<file path="src/rtl/seq_divider_pkg.sv">
// -----------------------------------------------------------------------------
// div_pkg
// Shared constants and types for the sequential divider slice.
//   DATA_W  : operand / result width (matches the 8-bit add/subtract datapath)
//   CNT_W   : width of the restoring-step bit counter
//   state_t : control FSM states (IDLE, CALC, DONE)
// Optional feature macro used elsewhere in the slice: SEQ_DIVIDER_SIGNED_EN
// -----------------------------------------------------------------------------
package div_pkg;

    localparam int DATA_W = 8;
    localparam int CNT_W  = 3;

    typedef enum logic [1:0] {
        IDLE = 2'd0,
        CALC = 2'd1,
        DONE = 2'd2
    } state_t;

endpackage : div_pkg

</file>
<file path="src/rtl/seq_divider_if.sv">
// -----------------------------------------------------------------------------
// seq_divider_if
// Request/result bundle for seq_divider.
//   start_i     : request a division (honoured only while the divider is idle)
//   dividend_i  : dividend, captured on an accepted start
//   divisor_i   : divisor, captured on an accepted start
//   signed_i    : two's-complement mode select (only with SEQ_DIVIDER_SIGNED_EN)
//   busy_o      : divider is in CALC or DONE
//   done_o      : one-cycle pulse, results valid in that cycle
//   quotient_o  : registered quotient
//   remainder_o : registered remainder
//   div_zero_o  : last operation had a zero divisor
// Modports: master drives the request side, slave is the divider.
// -----------------------------------------------------------------------------
import div_pkg::*;

interface seq_divider_if;

    logic              start_i;
    logic [DATA_W-1:0] dividend_i;
    logic [DATA_W-1:0] divisor_i;
`ifdef SEQ_DIVIDER_SIGNED_EN
    logic              signed_i;
`endif
    logic              busy_o;
    logic              done_o;
    logic [DATA_W-1:0] quotient_o;
    logic [DATA_W-1:0] remainder_o;
    logic              div_zero_o;

`ifdef SEQ_DIVIDER_SIGNED_EN
    modport master (
        output start_i, dividend_i, divisor_i, signed_i,
        input  busy_o, done_o, quotient_o, remainder_o, div_zero_o
    );

    modport slave (
        input  start_i, dividend_i, divisor_i, signed_i,
        output busy_o, done_o, quotient_o, remainder_o, div_zero_o
    );
`else
    modport master (
        output start_i, dividend_i, divisor_i,
        input  busy_o, done_o, quotient_o, remainder_o, div_zero_o
    );

    modport slave (
        input  start_i, dividend_i, divisor_i,
        output busy_o, done_o, quotient_o, remainder_o, div_zero_o
    );
`endif

endinterface : seq_divider_if

</file>
<file path="src/rtl/seq_divider_add_subtract.sv">
// -----------------------------------------------------------------------------
// add_subtract
// The shared 8-bit adder/subtractor.
//   a, b      : operands
//   add_sub   : 0 = a + b, 1 = a - b (two's complement: a + ~b + 1)
//   sum       : low DATA_W bits of the result
//   carry_out : carry out of the MSB; in subtract mode 1 means no borrow (a >= b)
// -----------------------------------------------------------------------------
import div_pkg::*;

module add_subtract (
    input  logic [DATA_W-1:0] a,
    input  logic [DATA_W-1:0] b,
    input  logic              add_sub,
    output logic [DATA_W-1:0] sum,
    output logic              carry_out
);

    logic [DATA_W:0] total_s;

    // Single ripple adder; subtraction inverts b and injects the +1 as carry-in.
    always_comb begin
        total_s = {1'b0, a}
                + {1'b0, (b ^ {DATA_W{add_sub}})}
                + {{DATA_W{1'b0}}, add_sub};
    end

    assign sum       = total_s[DATA_W-1:0];
    assign carry_out = total_s[DATA_W];

endmodule : add_subtract

</file>
<file path="src/rtl/seq_divider.sv">
// -----------------------------------------------------------------------------
// seq_divider
// Multi-cycle restoring divider: one quotient bit per clock, MSB first.
// A start with a nonzero divisor takes 8 CALC cycles and then a single DONE
// cycle; a zero divisor skips CALC and reports quotient all-ones,
// remainder = dividend and div_zero_o = 1.
// Ports:
//   clk_i : sole clock, rising edge
//   rst_i : synchronous, active-high reset (wins over everything)
//   bus   : seq_divider_if.slave request/result bundle
// Optional macro SEQ_DIVIDER_SIGNED_EN adds bus.signed_i: operands are then
// treated as two's complement, magnitudes go through the unsigned core and
// signs are fixed up when the result is registered (quotient truncates toward
// zero, remainder follows the dividend's sign).
// -----------------------------------------------------------------------------
import div_pkg::*;

module seq_divider (
    input  logic         clk_i,
    input  logic         rst_i,
    seq_divider_if.slave bus
);

    state_t            state_r;
    state_t            state_nxt_s;
    logic [CNT_W-1:0]  cnt_r;
    // work_r starts as the dividend; its MSB feeds each step while quotient
    // bits shift in at the LSB, so after 8 steps it holds the raw quotient.
    logic [DATA_W-1:0] work_r;
    logic [DATA_W-1:0] divisor_r;
    logic [DATA_W-1:0] part_rem_r;
    logic [DATA_W-1:0] quotient_r;
    logic [DATA_W-1:0] remainder_r;
    logic              div_zero_r;
    logic              busy_r;
    logic              done_r;

    logic [DATA_W-1:0] cap_dvd_s;
    logic [DATA_W-1:0] cap_dvs_s;
    logic [DATA_W-1:0] shift_low_s;
    logic              shift_top_s;
    logic [DATA_W-1:0] diff_s;
    logic              carry_s;
    logic              step_ok_s;
    logic [DATA_W-1:0] rem_step_s;
    logic [DATA_W-1:0] quo_step_s;
    logic [DATA_W-1:0] fin_quo_s;
    logic [DATA_W-1:0] fin_rem_s;

`ifdef SEQ_DIVIDER_SIGNED_EN
    logic              neg_quo_r;
    logic              neg_rem_r;
    logic              neg_dvd_s;
    logic              neg_dvs_s;
`endif

    // Shifted partial remainder {R, next dividend bit}: top bit kept separately.
    assign shift_top_s = part_rem_r[DATA_W-1];
    assign shift_low_s = {part_rem_r[DATA_W-2:0], work_r[DATA_W-1]};

    add_subtract u_add_subtract (
        .a         (shift_low_s),
        .b         (divisor_r),
        .add_sub   (1'b1),
        .sum       (diff_s),
        .carry_out (carry_s)
    );

    // One restoring step: a set top bit means the 9-bit value exceeds any divisor.
    always_comb begin
        step_ok_s = shift_top_s | carry_s;
        if (step_ok_s) begin
            rem_step_s = diff_s;
        end else begin
            rem_step_s = shift_low_s;
        end
        quo_step_s = {work_r[DATA_W-2:0], step_ok_s};
    end

`ifdef SEQ_DIVIDER_SIGNED_EN
    // Operand magnitudes for the unsigned core and result sign fix-up.
    always_comb begin
        neg_dvd_s = bus.signed_i & bus.dividend_i[DATA_W-1];
        neg_dvs_s = bus.signed_i & bus.divisor_i[DATA_W-1];
        if (neg_dvd_s) begin
            cap_dvd_s = {DATA_W{1'b0}} - bus.dividend_i;
        end else begin
            cap_dvd_s = bus.dividend_i;
        end
        if (neg_dvs_s) begin
            cap_dvs_s = {DATA_W{1'b0}} - bus.divisor_i;
        end else begin
            cap_dvs_s = bus.divisor_i;
        end
        if (neg_quo_r) begin
            fin_quo_s = {DATA_W{1'b0}} - quo_step_s;
        end else begin
            fin_quo_s = quo_step_s;
        end
        if (neg_rem_r) begin
            fin_rem_s = {DATA_W{1'b0}} - rem_step_s;
        end else begin
            fin_rem_s = rem_step_s;
        end
    end
`else
    // Unsigned build: operands and results pass straight through.
    always_comb begin
        cap_dvd_s = bus.dividend_i;
        cap_dvs_s = bus.divisor_i;
        fin_quo_s = quo_step_s;
        fin_rem_s = rem_step_s;
    end
`endif

    // Next-state decode; start is only looked at in IDLE.
    always_comb begin
        state_nxt_s = state_r;
        case (state_r)
            IDLE: begin
                if (bus.start_i) begin
                    if (bus.divisor_i == {DATA_W{1'b0}}) begin
                        state_nxt_s = DONE;
                    end else begin
                        state_nxt_s = CALC;
                    end
                end else begin
                    state_nxt_s = IDLE;
                end
            end
            CALC: begin
                if (cnt_r == {CNT_W{1'b0}}) begin
                    state_nxt_s = DONE;
                end else begin
                    state_nxt_s = CALC;
                end
            end
            DONE:    state_nxt_s = IDLE;
            default: state_nxt_s = IDLE;
        endcase
    end

    // State register plus registered busy/done decoded from the next state.
    always_ff @(posedge clk_i) begin
        if (rst_i) begin
            state_r <= IDLE;
            busy_r  <= 1'b0;
            done_r  <= 1'b0;
        end else begin
            state_r <= state_nxt_s;
            busy_r  <= (state_nxt_s != IDLE);
            done_r  <= (state_nxt_s == DONE);
        end
    end

    // Operand capture, per-cycle step, and result registers (updated only at the end).
    always_ff @(posedge clk_i) begin
        if (rst_i) begin
            cnt_r       <= {CNT_W{1'b0}};
            work_r      <= {DATA_W{1'b0}};
            divisor_r   <= {DATA_W{1'b0}};
            part_rem_r  <= {DATA_W{1'b0}};
            quotient_r  <= {DATA_W{1'b0}};
            remainder_r <= {DATA_W{1'b0}};
            div_zero_r  <= 1'b0;
`ifdef SEQ_DIVIDER_SIGNED_EN
            neg_quo_r   <= 1'b0;
            neg_rem_r   <= 1'b0;
`endif
        end else begin
            case (state_r)
                IDLE: begin
                    if (bus.start_i) begin
                        work_r     <= cap_dvd_s;
                        divisor_r  <= cap_dvs_s;
                        part_rem_r <= {DATA_W{1'b0}};
                        cnt_r      <= 3'd7;
`ifdef SEQ_DIVIDER_SIGNED_EN
                        neg_quo_r  <= neg_dvd_s ^ neg_dvs_s;
                        neg_rem_r  <= neg_dvd_s;
`endif
                        // Zero divisor: results are known now, no CALC pass.
                        if (bus.divisor_i == {DATA_W{1'b0}}) begin
                            quotient_r  <= {DATA_W{1'b1}};
                            remainder_r <= bus.dividend_i;
                            div_zero_r  <= 1'b1;
                        end
                    end
                end
                CALC: begin
                    part_rem_r <= rem_step_s;
                    work_r     <= quo_step_s;
                    if (cnt_r == {CNT_W{1'b0}}) begin
                        quotient_r  <= fin_quo_s;
                        remainder_r <= fin_rem_s;
                        div_zero_r  <= 1'b0;
                    end else begin
                        cnt_r <= cnt_r - 3'd1;
                    end
                end
                DONE: begin
                    cnt_r <= {CNT_W{1'b0}};
                end
                default: begin
                    cnt_r <= {CNT_W{1'b0}};
                end
            endcase
        end
    end

    assign bus.busy_o      = busy_r;
    assign bus.done_o      = done_r;
    assign bus.quotient_o  = quotient_r;
    assign bus.remainder_o = remainder_r;
    assign bus.div_zero_o  = div_zero_r;

endmodule : seq_divider

</file>
<file path="src/flat_wrapper.sv">
// flat-port wrapper written by rule: the top's interface ports become plain ports
module seq_divider_flat 
  (clk_i, rst_i, bus_start_i, bus_dividend_i, bus_divisor_i, bus_busy_o, bus_done_o, bus_quotient_o, bus_remainder_o, bus_div_zero_o);
  seq_divider_if bus_i ();
  input  logic clk_i;
  input  logic rst_i;
  input wire logic [$bits(bus_i.start_i)-1:0] bus_start_i;
  input wire logic [$bits(bus_i.dividend_i)-1:0] bus_dividend_i;
  input wire logic [$bits(bus_i.divisor_i)-1:0] bus_divisor_i;
  output wire logic [$bits(bus_i.busy_o)-1:0] bus_busy_o;
  output wire logic [$bits(bus_i.done_o)-1:0] bus_done_o;
  output wire logic [$bits(bus_i.quotient_o)-1:0] bus_quotient_o;
  output wire logic [$bits(bus_i.remainder_o)-1:0] bus_remainder_o;
  output wire logic [$bits(bus_i.div_zero_o)-1:0] bus_div_zero_o;
  assign bus_i.start_i = bus_start_i;
  assign bus_i.dividend_i = bus_dividend_i;
  assign bus_i.divisor_i = bus_divisor_i;
  assign bus_busy_o = bus_i.busy_o;
  assign bus_done_o = bus_i.done_o;
  assign bus_quotient_o = bus_i.quotient_o;
  assign bus_remainder_o = bus_i.remainder_o;
  assign bus_div_zero_o = bus_i.div_zero_o;
  seq_divider u_core (.clk_i(clk_i), .rst_i(rst_i), .bus(bus_i));
endmodule
</file>
<file path="config.mk">
export PLATFORM = sky130hd
export DESIGN_NAME = seq_divider_flat
export DESIGN_NICKNAME = d
export VERILOG_FILES = /design/src/rtl/seq_divider_pkg.sv /design/src/rtl/seq_divider_if.sv /design/src/rtl/seq_divider_add_subtract.sv /design/src/rtl/seq_divider.sv /design/src/flat_wrapper.sv
export SDC_FILE = /design/constraint.sdc
export NUM_CORES = 1
export LEC_CHECK = 0
export BUFFER_PORTS_ARGS = -buffer_cell sky130_fd_sc_hd__buf_2
export CAP_MARGIN = 20
export CORE_MARGIN = 8
export CORE_UTILIZATION = 52
export DETAILED_ROUTE_END_ITERATION = 8
export GPL_TIMING_DRIVEN = 0
export PLACE_DENSITY = 0.76
export SYNTH_ARGS = -nofsm -noshare
export SYNTH_HDL_FRONTEND = slang
export SYNTH_HIERARCHICAL = 1
export SYNTH_SLANG_ARGS = --single-unit
</file>
<file path="constraint.sdc">
create_clock -name clk_i -period 2.6 [get_ports clk_i]
set_clock_uncertainty 0.15 [all_clocks]
set_input_delay 0.39 -clock clk_i [delete_from_list [all_inputs] [get_ports clk_i]]
set_output_delay 0.39 -clock clk_i [all_outputs]
set_load 0.01 [all_outputs]
</file>
# Word-level counts from Yosys, hierarchy flattened
# Cells that the tools add are included.
dict set report classes {
  n_addsub 3
  n_eq_ne 6
  n_mux 24
  bitwise_logic 2
  n_reduce_logical 9
}
# op count
set ops {}
lappend ops {{$mux W8} 9}
lappend ops {{$pmux W8 S2} 4}
lappend ops {{$add A8 B8 Y9} 1}
lappend ops {{$add A9 B1 Y9 const B} 1}
lappend ops {{$logic_not A8 Y1} 1}
lappend ops {{$not A8 Y8} 1}
lappend ops {{$mux W2} 3}
lappend ops {{$mux W3} 2}
lappend ops {{$pmux W3 S2} 1}
lappend ops {{$reduce_and A2 Y1} 3}
lappend ops {{$ne A2 B1 Y1 const B} 2}
lappend ops {{$ne A2 B2 Y1 const B} 2}
lappend ops {{$pmux W2 S2} 1}
lappend ops {{$reduce_and A4 Y1} 1}
lappend ops {{$reduce_bool A2 Y1} 2}
lappend ops {{$logic_not A3 Y1} 1}
lappend ops {{$mux W1} 3}
lappend ops {{$sub A3 B1 Y3 const B} 1}
lappend ops {{$eq A2 B1 Y1 const B} 1}
lappend ops {{$eq A2 B2 Y1 const B} 1}
lappend ops {{$logic_not A2 Y1} 1}
lappend ops {{$pmux W1 S2} 1}
lappend ops {{$or A1 B1 Y1} 1}
dict set report totals {
  regBits 48
  inputBits 19
  output_inout_bits 19
  wordCells 54
}

# Depth between registers and ports, before layout
dict set report logic_depth {
  ltp_word 7
  depth_mapped 13
}

# Modules after synthesis
# The synthesis kept the hierarchy.
# mod instances cells_each area_each_um2 seq_area_each_um2
set modules_own_cells {}
lappend modules_own_cells {seq_divider 1 274 2313.5 960.9}
lappend modules_own_cells {add_subtract 1 48 397.9 0.0}

# Worst setup path before layout
# Ideal clock, no wire load.
dict set report synth_timing {
  path_type {register to register}
  startpoint {register u_core.divisor_r[1]}
  endpoint {register u_core.remainder_r[0] (netlist: u_core/bus.remainder_o[0])}
  t_arrival_ps 2480
  required_time_ps 2354
  path_slack_ps -126
  path_stages_with_launch 13
  cell_sequence {dfxtp_1 > xor2_1 > inv_1 > fa_1 > nor2b_1 > o31a_1 > o31a_1 > o22a_1 > clkbuf_1 > clkbuf_1 > o21a_1 > nor3_1 > o41ai_2}
}
dict set report synth_via {
  elab_chain_len 7
}
# element line
set synth_rtl {}
lappend synth_rtl {{from (decl)} seq_divider.sv:30} ;# logic [DATA_W-1:0] divisor_r;
lappend synth_rtl {{from (signal assigned)} seq_divider.sv:161} ;# divisor_r <= {DATA_W{1'b0}};
lappend synth_rtl {{from (signal assigned)} seq_divider.sv:175} ;# divisor_r <= cap_dvs_s;
lappend synth_rtl {{$not A8 Y8 (no source line)} --}
lappend synth_rtl {{$add A8 B8 Y9} seq_divider_add_subtract.sv:24} ;# + {1'b0, (b ^ {DATA_W{add_sub}})}
lappend synth_rtl {{$add A9 B1 Y9} seq_divider_add_subtract.sv:25} ;# + {{DATA_W{1'b0}}, add_sub};
lappend synth_rtl {{via u_core.carry_s} seq_divider.sv:43} ;# logic carry_s;
lappend synth_rtl {{$or A1 B1 Y1} seq_divider.sv:71} ;# step_ok_s = shift_top_s | carry_s;
lappend synth_rtl {{$mux W8} seq_divider.sv:72} ;# if (step_ok_s) begin
lappend synth_rtl {{$mux W8} seq_divider.sv:193} ;# if (cnt_r == {CNT_W{1'b0}}) begin
lappend synth_rtl {{$pmux W8 S2} seq_divider.sv:171} ;# case (state_r)
lappend synth_rtl {{to (signal assigned)} seq_divider.sv:164} ;# remainder_r <= {DATA_W{1'b0}};
lappend synth_rtl {{to (signal assigned)} seq_divider.sv:185} ;# remainder_r <= bus.dividend_i;
lappend synth_rtl {{to (signal assigned)} seq_divider.sv:195} ;# remainder_r <= fin_rem_s;
lappend synth_rtl {{to (decl)} seq_divider.sv:33} ;# logic [DATA_W-1:0] remainder_r;
# The timed path passes the listed nets, and every way through them passes these cells. The select of a mux whose other input is x is not followed.
# A chain may end at the register's enable or synchronous reset.

# Final worst setup path
dict set report layout_timing {
  startpoint {register u_core.divisor_r[0]}
  endpoint {register u_core.remainder_r[6] (netlist: u_core/bus.remainder_o[6])}
}
# The elaborated chain is that of the path after synthesis.

==> results.json <==
{
  "crit_chain": "mux2i_4 > fa_2 > nor2b_4 > o31a_1 > o31a_1 > o22a_1 > buf_8 > clkbuf_8 > o21a_1 > nor3_2 > o41ai_2",
  "seqCellArea_sq_um": 969.7,
  "power_density_nw_per_um2": 514.4,
  "path_class": "flop to flop",
  "vias": 2547,
  "cts_tree": "built",
  "routabilityCongestion": 0.9258,
  "ys.flop_type": "dfxtp_1",
  "end_kind": "flop",
  "power.leakage_nw": 1.442,
  "synth_area_leader_cell": "dfxtp_1",
  "drc_errors": 0,
  "async_flop_share": 0,
  "crit_top_cell": "o31a_1",
  "violations": "negative setup slack",
  "crit_slowest_cell": "dfxtp_4",
  "max_freq_ghz": 0.3548,
  "ys_ff_latch": 48,
  "startpoint_type": "flop",
  "worst_pin_slew_ns": 0.6881,
  "cts_buffers": 5,
  "relSlewSlack": 0.5413,
  "port_buffers": 37,
  "dp_hpwl_microns": 5221,
  "synth_area_sq_um": 2711,
  "worst_slack_ns": -0.2186,
  "fin_util": 0.6681,
  "ys_top_cells_by_count": "dfxtp_1, nand2_1, nor2_1",
  "start_util": 0.5343,
  "syn_avg_cell_area_sq_um": 8.420,
  "synth.distinct_cells": 46,
  "ant_nets": 0,
  "pin_count": 38,
  "max_cap_violations": 0,
  "wire_per_inst_microns": 16.03,
  "rr_startpoint": "u_core/divisor_r[0]$_SDFFE_PP0P_",
  "coreArea_sq_um": 5075,
  "rsz0062_at_grt": "true",
  "ctsHoldBuffers": 0,
  "cpPeakStageDelay_ns": 0.39,
  "cp.arrival_ns": 2.84,
  "synthTopCellsByArea": "dfxtp_1, nand2_1, o41ai_2",
  "chipHeight_microns": 88.21,
  "worst-path-max-fanout": 6,
  "hold_path_class": "input port to flop",
  "grt_max_degree": 16,
  "grt-ovfl-total": 0,
  "worstHoldStart": "bus_divisor_i[2]",
  "multi_input_area_sq_um": 1703,
  "synth_top_area_share": 0.3544,
  "synthCells": 322,
  "htreeDepth": 2,
  "nFillCells": 433,
  "drive_above_1_share": 0.2966,
  "die_area_sq_um": 7781,
  "clk_pin_slew_ns": 0.08,
  "synth-edff-count": 0,
  "slew_violations": 0,
  "die_w_microns": 88.21,
  "grt_usage": 0.1935,
  "clock_sinks": 48,
  "wl_microns": 7230,
  "finalCritPeriodShare": 1.084,
  "dp_slack_ns": -0.2866,
  "clock_latency_ns": 0.30,
  "diodes": 0,
  "synth_seq_area_share": 0.3544,
  "power_mw": 1.744,
  "synth_nets": 351,
  "grt_pass1_vias": 2491,
  "status": "complete, but fails checks",
  "avgViaCountPerCell": 5.647,
  "synth_most_common_cell": "dfxtp_1",
  "clk_path_buf_depth": 2,
  "finalSetupViolations": 16,
  "startpoint": "u_core/divisor_r[0]$_SDFFE_PP0P_",
  "fin_nets": 409,
  "ys_warn_count": 6,
  "peakVddDrop_mv": 0.3616,
  "period_needed_ns": 2.819,
  "first_pass_iters": 6,
  "finalHoldViolCount": 0,
  "row_count": 26,
  "cp.required_ns": 2.62,
  "cts_root_buffer": "clkbuf_8",
  "grt_pass1_wl_microns": 11780,
  "antenna_found_initial": 0,
  "synthToLayoutAreaGrowth_pct": 25.06,
  "drt_iter0_drc": 276
}
path summary, 6_finish.rpt:
check                                            to  slack [ns]  cells after the start
max          u_core/bus.remainder_o[6]$_SDFFE_PP0P_       -0.22                     11
min                u_core/divisor_r[2]$_SDFFE_PP0P_        0.18                      3
max reg2reg  u_core/bus.remainder_o[6]$_SDFFE_PP0P_       -0.22                     11
min reg2reg      u_core/bus.div_zero_o$_SDFFE_PP0P_        0.29                      2
worst max-delay path, delay by kind of cell, from the launching register on:
kind	cells	cell delay, ns
compound gates	5	1.05
flops	1	0.39
buf+inv	2	0.30
fa+ha+maj	1	0.27
simple gates	2	0.27
mux	1	0.26
what timing repair did:
action / in CTS / in global routing
cloned: 2 / 0
setup endpoints to repair: 18 / 18
setup buffers: 8 / 4
pin swaps: 14 / 9
gates resized for setup: 30 / 5
flip-flops by register name (all words and copies together) (netlist names):
name / flops
u_core/bus.busy_o: 1
u_core/bus.div_zero_o: 1
u_core/bus.done_o: 1
u_core/bus.quotient_o: 8
u_core/bus.remainder_o: 8
u_core/cnt_r: 3
u_core/divisor_r: 8
u_core/part_rem_r: 8
u_core/state_r: 2
u_core/work_r: 8
stage by stage:
stage	instances	TNS, ns	cell area, sq um	hold slack, ns
finish	451	-2.334	3391	0.1752
global route	451	-4.256	3391	0.1833
CTS	447	-1.445	3339	0.1681
detailed placement	429	-4.168	3033	0.2818
global placement	429	-3.681	3033	0.2779
floorplan	322	0	2760	0.2906
metal layers:
metal	up-vias	wire length [microns]	track usage
li1	1254	-	-
met1	1174	3172	0.2403
met2	103	3503	0.3245
met3	16	400	0.03435
met4	0	154	0.07220
met5	-	0	0
cell usage in the layout, fill, tap and decap left out, types with 2 or more instances in the layout:
master    instances
dfxtp_1          45
nor3b_2           7
or2_2             3
nand2_1          36
clkbuf_8          7
inv_1            16
a21oi_1          21
dfxtp_4           2
o311ai_0          8
nor3_2            8
buf_4            12
a31oi_1           5
xor2_1            7
nand2b_1          4
buf_2            38
o41ai_2           8
nor3b_4           2
or4_1             2
nor2_1           32
clkbuf_1         19
buf_6             3
a211oi_2          6
o21ai_1           5
ha_1              8
o21ai_0           4
o21ai_2           3
nor2b_1          10
o31a_1            3
a311oi_1          7
xnor2_1           3
o21a_1           10
buf_1             2
nand3_1           8
layout make-up:
cell class | count | area share
Timing Repair Buffer | 51 | 0.08745
Clock inverter | 2 | 0.004059
Buffer | 28 | 0.05240
Sequential cell | 48 | 0.2860
Clock buffer | 6 | 0.02435
Inverter | 16 | 0.01771
Tap cell | 70 | 0.02583
Multi-Input combinational cell | 230 | 0.5022
power breakdown:
part           leakage [nW]  switching (mW)  internal, mW
clock network        0.0516           0.257         0.218
logic                 0.996           0.256         0.183
registers             0.394          0.0403         0.790
cell families after synthesis:
kind of cell,after synthesis,synth area share
compound gates,88,0.2617
buf+inv,44,0.07568
xor+xnor,12,0.03877
flops,48,0.3544
fa+ha+maj,10,0.04892
other cells,1,0.001383
simple gates,117,0.2104
mux,2,0.008767
Power figures use the tool's default switching activity.
